$ cat config.mk
export PLATFORM = sky130hd
export DESIGN_NAME = bus_invert_enc
export DESIGN_NICKNAME = d
export VERILOG_FILES = /design/src/rtl/bus_invert_enc_pkg.sv /design/src/rtl/bus_invert_enc_popcount.sv /design/src/rtl/bus_invert_enc.sv
export SDC_FILE = /design/constraint.sdc
export NUM_CORES = 1
export LEC_CHECK = 0
export BUFFER_PORTS_ARGS = -buffer_cell sky130_fd_sc_hd__buf_2
export CELL_PAD_IN_SITES_DETAIL_PLACEMENT = 1
export CELL_PAD_IN_SITES_GLOBAL_PLACEMENT = 1
export CORE_MARGIN = 1.5
export CORE_UTILIZATION = 36
export DETAILED_ROUTE_END_ITERATION = 6
export PLACE_DENSITY = 0.81
export SLEW_MARGIN = 20
export SYNTH_ARGS = -nofsm -noshare
export SYNTH_HDL_FRONTEND = slang
export SYNTH_SLANG_ARGS = --single-unit
$ cat constraint.sdc
create_clock -name clk -period 4.5 [get_ports clk]
set_clock_uncertainty 0.05 [all_clocks]
set_input_delay 0.9 -clock clk [delete_from_list [all_inputs] [get_ports clk]]
set_output_delay 0.9 -clock clk [all_outputs]
set_load 0.02 [all_outputs]
$ cat src/rtl/bus_invert_enc_pkg.sv
// Shared constants and helpers for the bus-invert encoder.
package bus_invert_enc_pkg;

  // Default data word width and inversion-counter width.
  localparam int DW_DEFAULT = 10;
  localparam int CW_DEFAULT = 16;

  // Number of bits needed to hold a popcount of a dw-bit word (0..dw).
  function automatic int pc_width(input int dw);
    return $clog2(dw + 1);
  endfunction

endpackage

$ cat src/rtl/bus_invert_enc_popcount.sv
// Combinational population count of a DW-bit word.
module popcount
  import bus_invert_enc_pkg::*;
#(
  parameter int DW = DW_DEFAULT,
  localparam int PW = pc_width(DW)
) (
  input  logic [DW-1:0] din,
  output logic [PW-1:0] cnt
);

  // Sum the set bits; synthesis folds this into an adder tree.
  always_comb begin
    cnt = '0;
    for (int i = 0; i < DW; i++) begin
      cnt = cnt + PW'(din[i]);
    end
  end

endmodule

$ cat src/rtl/bus_invert_enc.sv
// Bus-invert encoder: a 1-deep output register that inverts a word whenever
// that flips fewer bus lines than sending it raw, with a saturating counter
// of inverted words delivered downstream.
module bus_invert_enc
  import bus_invert_enc_pkg::*;
#(
  parameter int DW = DW_DEFAULT,
  parameter int CW = CW_DEFAULT
) (
  input  logic          clk,
  input  logic          rst_n,
  input  logic          bi_en,
  input  logic          s_valid,
  output logic          s_ready,
  input  logic [DW-1:0] s_data,
  output logic          m_valid,
  input  logic          m_ready,
  output logic [DW-1:0] m_data,
  output logic          m_inv,
  output logic [CW-1:0] inv_count
);

  localparam int PW = pc_width(DW);
  // Invert only when strictly more than half the lines would toggle.
  localparam logic [PW-1:0] HALF = PW'(DW / 2);

  logic [DW-1:0] data_reg;
  logic          inv_reg;
  logic          valid_reg;
  logic [CW-1:0] count_reg;

  logic [DW-1:0] diff;
  logic [PW-1:0] hd;
  logic          inv_next;
  logic          accept;
  logic          xfer;

  // The register stays loadable whenever it is empty or being drained.
  assign s_ready  = !valid_reg || m_ready;
  assign accept   = s_valid && s_ready;
  assign xfer     = valid_reg && m_ready;

  // Distance is measured against what is currently on the bus (data_reg),
  // which is kept after the word leaves so it remains the reference.
  assign diff     = s_data ^ data_reg;
  assign inv_next = bi_en && (hd > HALF);

  popcount #(.DW(DW)) u_popcount (
    .din (diff),
    .cnt (hd)
  );

  // Output register: load on acceptance, drop valid on a bare transfer.
  always_ff @(posedge clk or negedge rst_n) begin
    if (!rst_n) begin
      data_reg  <= '0;
      inv_reg   <= 1'b0;
      valid_reg <= 1'b0;
    end else if (accept) begin
      data_reg  <= s_data ^ {DW{inv_next}};
      inv_reg   <= inv_next;
      valid_reg <= 1'b1;
    end else if (xfer) begin
      valid_reg <= 1'b0;
    end
  end

  // Count inverted words as they leave, sticking at all-ones.
  always_ff @(posedge clk or negedge rst_n) begin
    if (!rst_n) begin
      count_reg <= '0;
    end else if (xfer && inv_reg && (count_reg != '1)) begin
      count_reg <= count_reg + CW'(1);
    end
  end

  assign m_valid   = valid_reg;
  assign m_data    = data_reg;
  assign m_inv     = inv_reg;
  assign inv_count = count_reg;

endmodule

# After elaboration in Yosys (flattened, before gate mapping)
# Index checks and enable logic that the tools add are counted.
[op_classes]
order_cmp = 1
eq_ne = 1
n_reduce_logical = 8
n_bitwise = 2
addsub = 10
mux = 2
[op_table]
columns = ["op", "n"]
rows = [
  ["adder 4 x 1 -> 4 bit", 8],
  ["XOR 10 bit", 2],
  ["adder 16 x 1 -> 16 bit, second input constant", 1],
  ["!= test 16 bit, second input constant", 1],
  ["logical AND 1 bit", 5],
  ["greater-than comparator 4 x 3 -> 1 bit, second input constant", 1],
  ["adder 1 x 1 -> 2 bit", 1],
  ["two-way mux 1 bit", 2],
  ["nonzero test 2 bit", 1],
  ["zero test 1 bit", 1],
  ["logical OR 1 bit", 1],
]
[word_totals]
word_cells = 28
in_bits = 15
reg_bits = 28
out_inout_bits = 29

# Logic depth before layout (Yosys ltp)
[logic_depth]
ltp_word = 13
mapped_depth = 15
depth_no_buf = 14

# Cells and area by module
# Synthesis repeated with hierarchy kept, for this count alone.
[unflattened]
hier_cells = 158
area_unflattened_um2 = 1622.8
[by_module_without_submodules]
columns = ["module", "n_inst", "cells_per_inst", "seq_area_each_um2", "area_each_um2"]
rows = [
  ["bus_invert_enc", 1, 130, 700.7, 1396.3],
  ["popcount", 1, 28, 0.0, 226.5],
]

# Worst setup path after synthesis
# Ideal clock, no wire load.
[synth_path]
kind = "in2reg"
startpoint = "input s_data[0]"
endpoint = "register data_reg[0], in the netlist m_data[0]"
cell_stages = 15
required_ns = 4.368
path_buffers = 1
setup_time_ns = 0.082
arrival_ns = 4.677
path_slack_ns = -0.309
cell_sequence = "xor2_1 -> ha_1 -> inv_1 -> fa_1 -> fa_1 -> fa_1 -> inv_1 -> fa_1 -> inv_1 -> fa_1 -> nor2b_1 -> nor3_1 -> clkbuf_1 -> or3_1 -> a31oi_1"
[synth_via]
elab_chain_len = 13
[synth_rtl]
columns = ["element", "line_no", "source"]
rows = [
  ["start, declared", "bus_invert_enc.sv:15", "input logic [DW-1:0] s_data,"],
  ["XOR 10 bit", "bus_invert_enc.sv:45", "assign diff = s_data ^ data_reg;"],
  ["adder 1 x 1 -> 2 bit", "bus_invert_enc_popcount.sv:16", "cnt = cnt + PW'(din[i]);"],
  ["adder 4 x 1 -> 4 bit (8 in series)", "bus_invert_enc_popcount.sv:16", ""],
  ["greater-than comparator 4 x 3 -> 1 bit", "bus_invert_enc.sv:46", "assign inv_next = bi_en && (hd > HALF);"],
  ["logical AND 1 bit", "bus_invert_enc.sv:46", ""],
  ["XOR 10 bit *", "bus_invert_enc.sv:60", "data_reg <= s_data ^ {DW{inv_next}};"],
  ["end signal, assigned", "bus_invert_enc.sv:60", ""],
  ["end, declared", "bus_invert_enc.sv:27", "logic [DW-1:0] data_reg;"],
]
# Every way passes the cells marked *; elsewhere a longest branch is shown, timed or not.
# A chain may end at the register's enable or synchronous reset.

# Worst setup path in the final report
[layout_path]
startpoint = "input s_data[0]"
endpoint = "register data_reg[4], in the netlist m_data[4]"
[layout_via]
elab_chain_len = 13
[layout_rtl]
columns = ["element", "line_no"]
rows = [
  ["XOR 10 bit", "bus_invert_enc.sv:45"],
  ["adder 1 x 1 -> 2 bit", "bus_invert_enc_popcount.sv:16"],
  ["adder 4 x 1 -> 4 bit (8 in series)", "bus_invert_enc_popcount.sv:16"],
  ["greater-than comparator 4 x 3 -> 1 bit", "bus_invert_enc.sv:46"],
  ["logical AND 1 bit", "bus_invert_enc.sv:46"],
  ["XOR 10 bit", "bus_invert_enc.sv:60"],
]
# Every way passes these cells.

==> metrics.csv <==
metric,value,unit
run_status,finished with violations,
violations,setup timing,
final_cell_mix,"43 x buf_2, 28 x dfrtp_1, 15 x nor2_1",
cts.clk_slew.worst_paths,0.10,ns
period_minus_slack,4.574,ns
drc,0,
drv_slew,0,
hold_path.class,flop to flop,
multi_input_area,1002,µm²
yosysTopAreaCell,dfrtp_1,
grt_pass1_vias,1524,
startpoint_type,input pin,
grt-ovfl-total,0,
synth-seq-cells,28,
setup_viol,10,
syn2layout_area_growth,24.01,%
drt-pass1-iter-count,4,
start_util,37.13,%
end_kind,flop,
clock_path_buffers,2,
crit_fanout,6,
timing.critical_path.buf_inv,5,
cpMostUsedCell,fa_1,
ys_warn_count,0,
cts_buffers,3,
ant_nets,0,
min_period_over_period,101.7,%
dieArea,5232,µm²
grt_pass1_wl,7424,µm
synthCells,173,
track_usage,18.26,%
die_h,72.33,µm
grt_max_degree,29,
hold_viol_final,0,
core,4661,µm²
dpl.hpwl,3154,µm
grt_antenna_before_repair,0,
fill_cells,550,
holdBufCountCts,0,
drive_above_1_share,32.29,%
r2r-start,m_data[1]$_DFFE_PN0P_,
cts-root-buf,clkbuf_8,
synth.area.top_cells,"dfrtp_1 40%, fa_1 6.9%, xor2_1 6.6%",
syn_nets,200,
nNetsFinal,251,
crit_chain,buf_6 -> xor2_1 -> ha_1 -> inv_1 -> fa_1 -> fa_1 -> fa_1 -> inv_2 -> fa_2 -> inv_2 -> fa_1 -> nor2b_1 -> nor3_2 -> buf_4 -> or3_1 -> a31oi_1,
ys_seq_area_share,40.49,%
crit_start,s_data[0],
num_antenna_cells,0,
wl_per_cell,16.36,µm
hold_start,inv_count[9]$_DFFE_PN0P_,
cts_sinks,28,
drt_wl_total,4531,µm
num_vias,1515,
synth_top_area_share,40.49,%
first_iter_violations,72,
cts_htree_levels,1,
mostFrequentLayoutCell,buf_2,
worstPathRequired,4.65,ns
io_buffers,43,
clock_latency,0.28,ns
seqCellArea,700.7,µm²
slew_headroom,50.56,%
rsz0062_at_grt,yes,
cp_slowest_cell,fa_1,
vias_per_cell,5.469,
row_count,25,
path_delay_family,adder cells,
die_x,72.33,µm
ioPinCount,44,
cp_data_arrival_time,4.72,ns
cap_viol_max_count,0,
critical_path_class,input pin to flop,
cts_tree,done,
fmax,0.2186,GHz
setup_ws,-0.07428,ns
gp_congestion,0.7332,
synth_cell_type_count,38,
hold_ws,0.5016,ns
synth_area,1730,µm²
worst_pin_slew,0.7416,ns
max_stage_delay,0.51,ns
avgSynthCellArea,10.00,µm²
==> logic make-up (layout without fill, tap and decap cells) <==
logic type	count (synthesis)	in the layout	share of synthesized area, %
compound gates	32	32	11.21
xor+xnor	20	20	10.12
simple gates	64	64	21.62
fa+ha+maj	12	12	11.28
flops	28	28	40.49
buf+inv	14	64	3.109
mux	3	3	2.169
==> cell usage after synthesis (all sizes together) <==
library cell   n
or3           10
clkbuf         6
nor2          17
nor2b          1
and2           1
o21ai         12
xnor2          7
a211oi         1
nand3          5
a31oi         12
nand2          5
mux2           3
or2            1
a2bb2oi        1
a21oi          2
and3           3
dfrtp         28
ha             6
and4           1
nor4           4
nor3b          2
fa             6
a211o          1
o311ai         1
nor3           4
o21a           1
nand4          7
xor2          13
o211ai         1
nand2b         3
inv            8
==> worst paths after layout <==
path	end	cells after the start	slack, ns
max	m_data[4]$_DFFE_PN0P_	16	-0.07
min	inv_count[9]$_DFFE_PN0P_	1	0.50
max reg2reg	m_data[4]$_DFFE_PN0P_	15	0.17
min reg2reg	inv_count[9]$_DFFE_PN0P_	1	0.50
max in group asynchronous	m_data[2]$_DFFE_PN0P_	1	3.40
min in group asynchronous	inv_count[7]$_DFFE_PN0P_	1	0.58
==> cell type report <==
type / count / area share, %
Clock buffer: 4 / 2.566
Multi-Input combinational cell: 131 / 46.71
Tap cell: 54 / 3.149
Inverter: 8 / 1.399
Sequential cell: 28 / 32.65
Timing Repair Buffer: 52 / 13.53
==> state kept, by name, indices dropped and copies added, names as in the netlist <==
name       cells
m_data        10
m_inv          1
inv_count     16
m_valid        1
==> metrics by stage <==
step / setup slack, ns / cells / area (µm²) / TNS, ns / utilization [%]
global route: -0.2179 / 277 / 2146 / -1.964 / 46.04
floorplan: -0.02267 / 173 / 1734 / -0.2040 / -
finish: -0.07428 / 277 / 2146 / -0.3246 / 46.04
global placement: -0.2359 / 268 / 2022 / -2.242 / 43.38
detailed placement: -0.3811 / 268 / 2022 / -3.650 / 43.38
CTS: -0.07253 / 278 / 2135 / -0.1857 / 45.80
==> routing by layer <==
metal  vias to the layer above  track usage (%)  part of all wire, %
met5                         -                0                    0
met1                       760            25.68                   47
met4                         0            5.660                 0.97
met3                         4            1.944                  3.2
met2                        34            29.73                   49
li1                        717                -                    -
==> timing repair <==
action,4_1_cts,5_1_grt
setup buffers,2,0
pin swaps,3,6
setup endpoints to repair,10,11
resized for setup,14,4
cloned,4,0
Power is left out: the tool's default activity adds up to more than one toggle a clock period on the data nets, which glitch-free logic cannot reach.
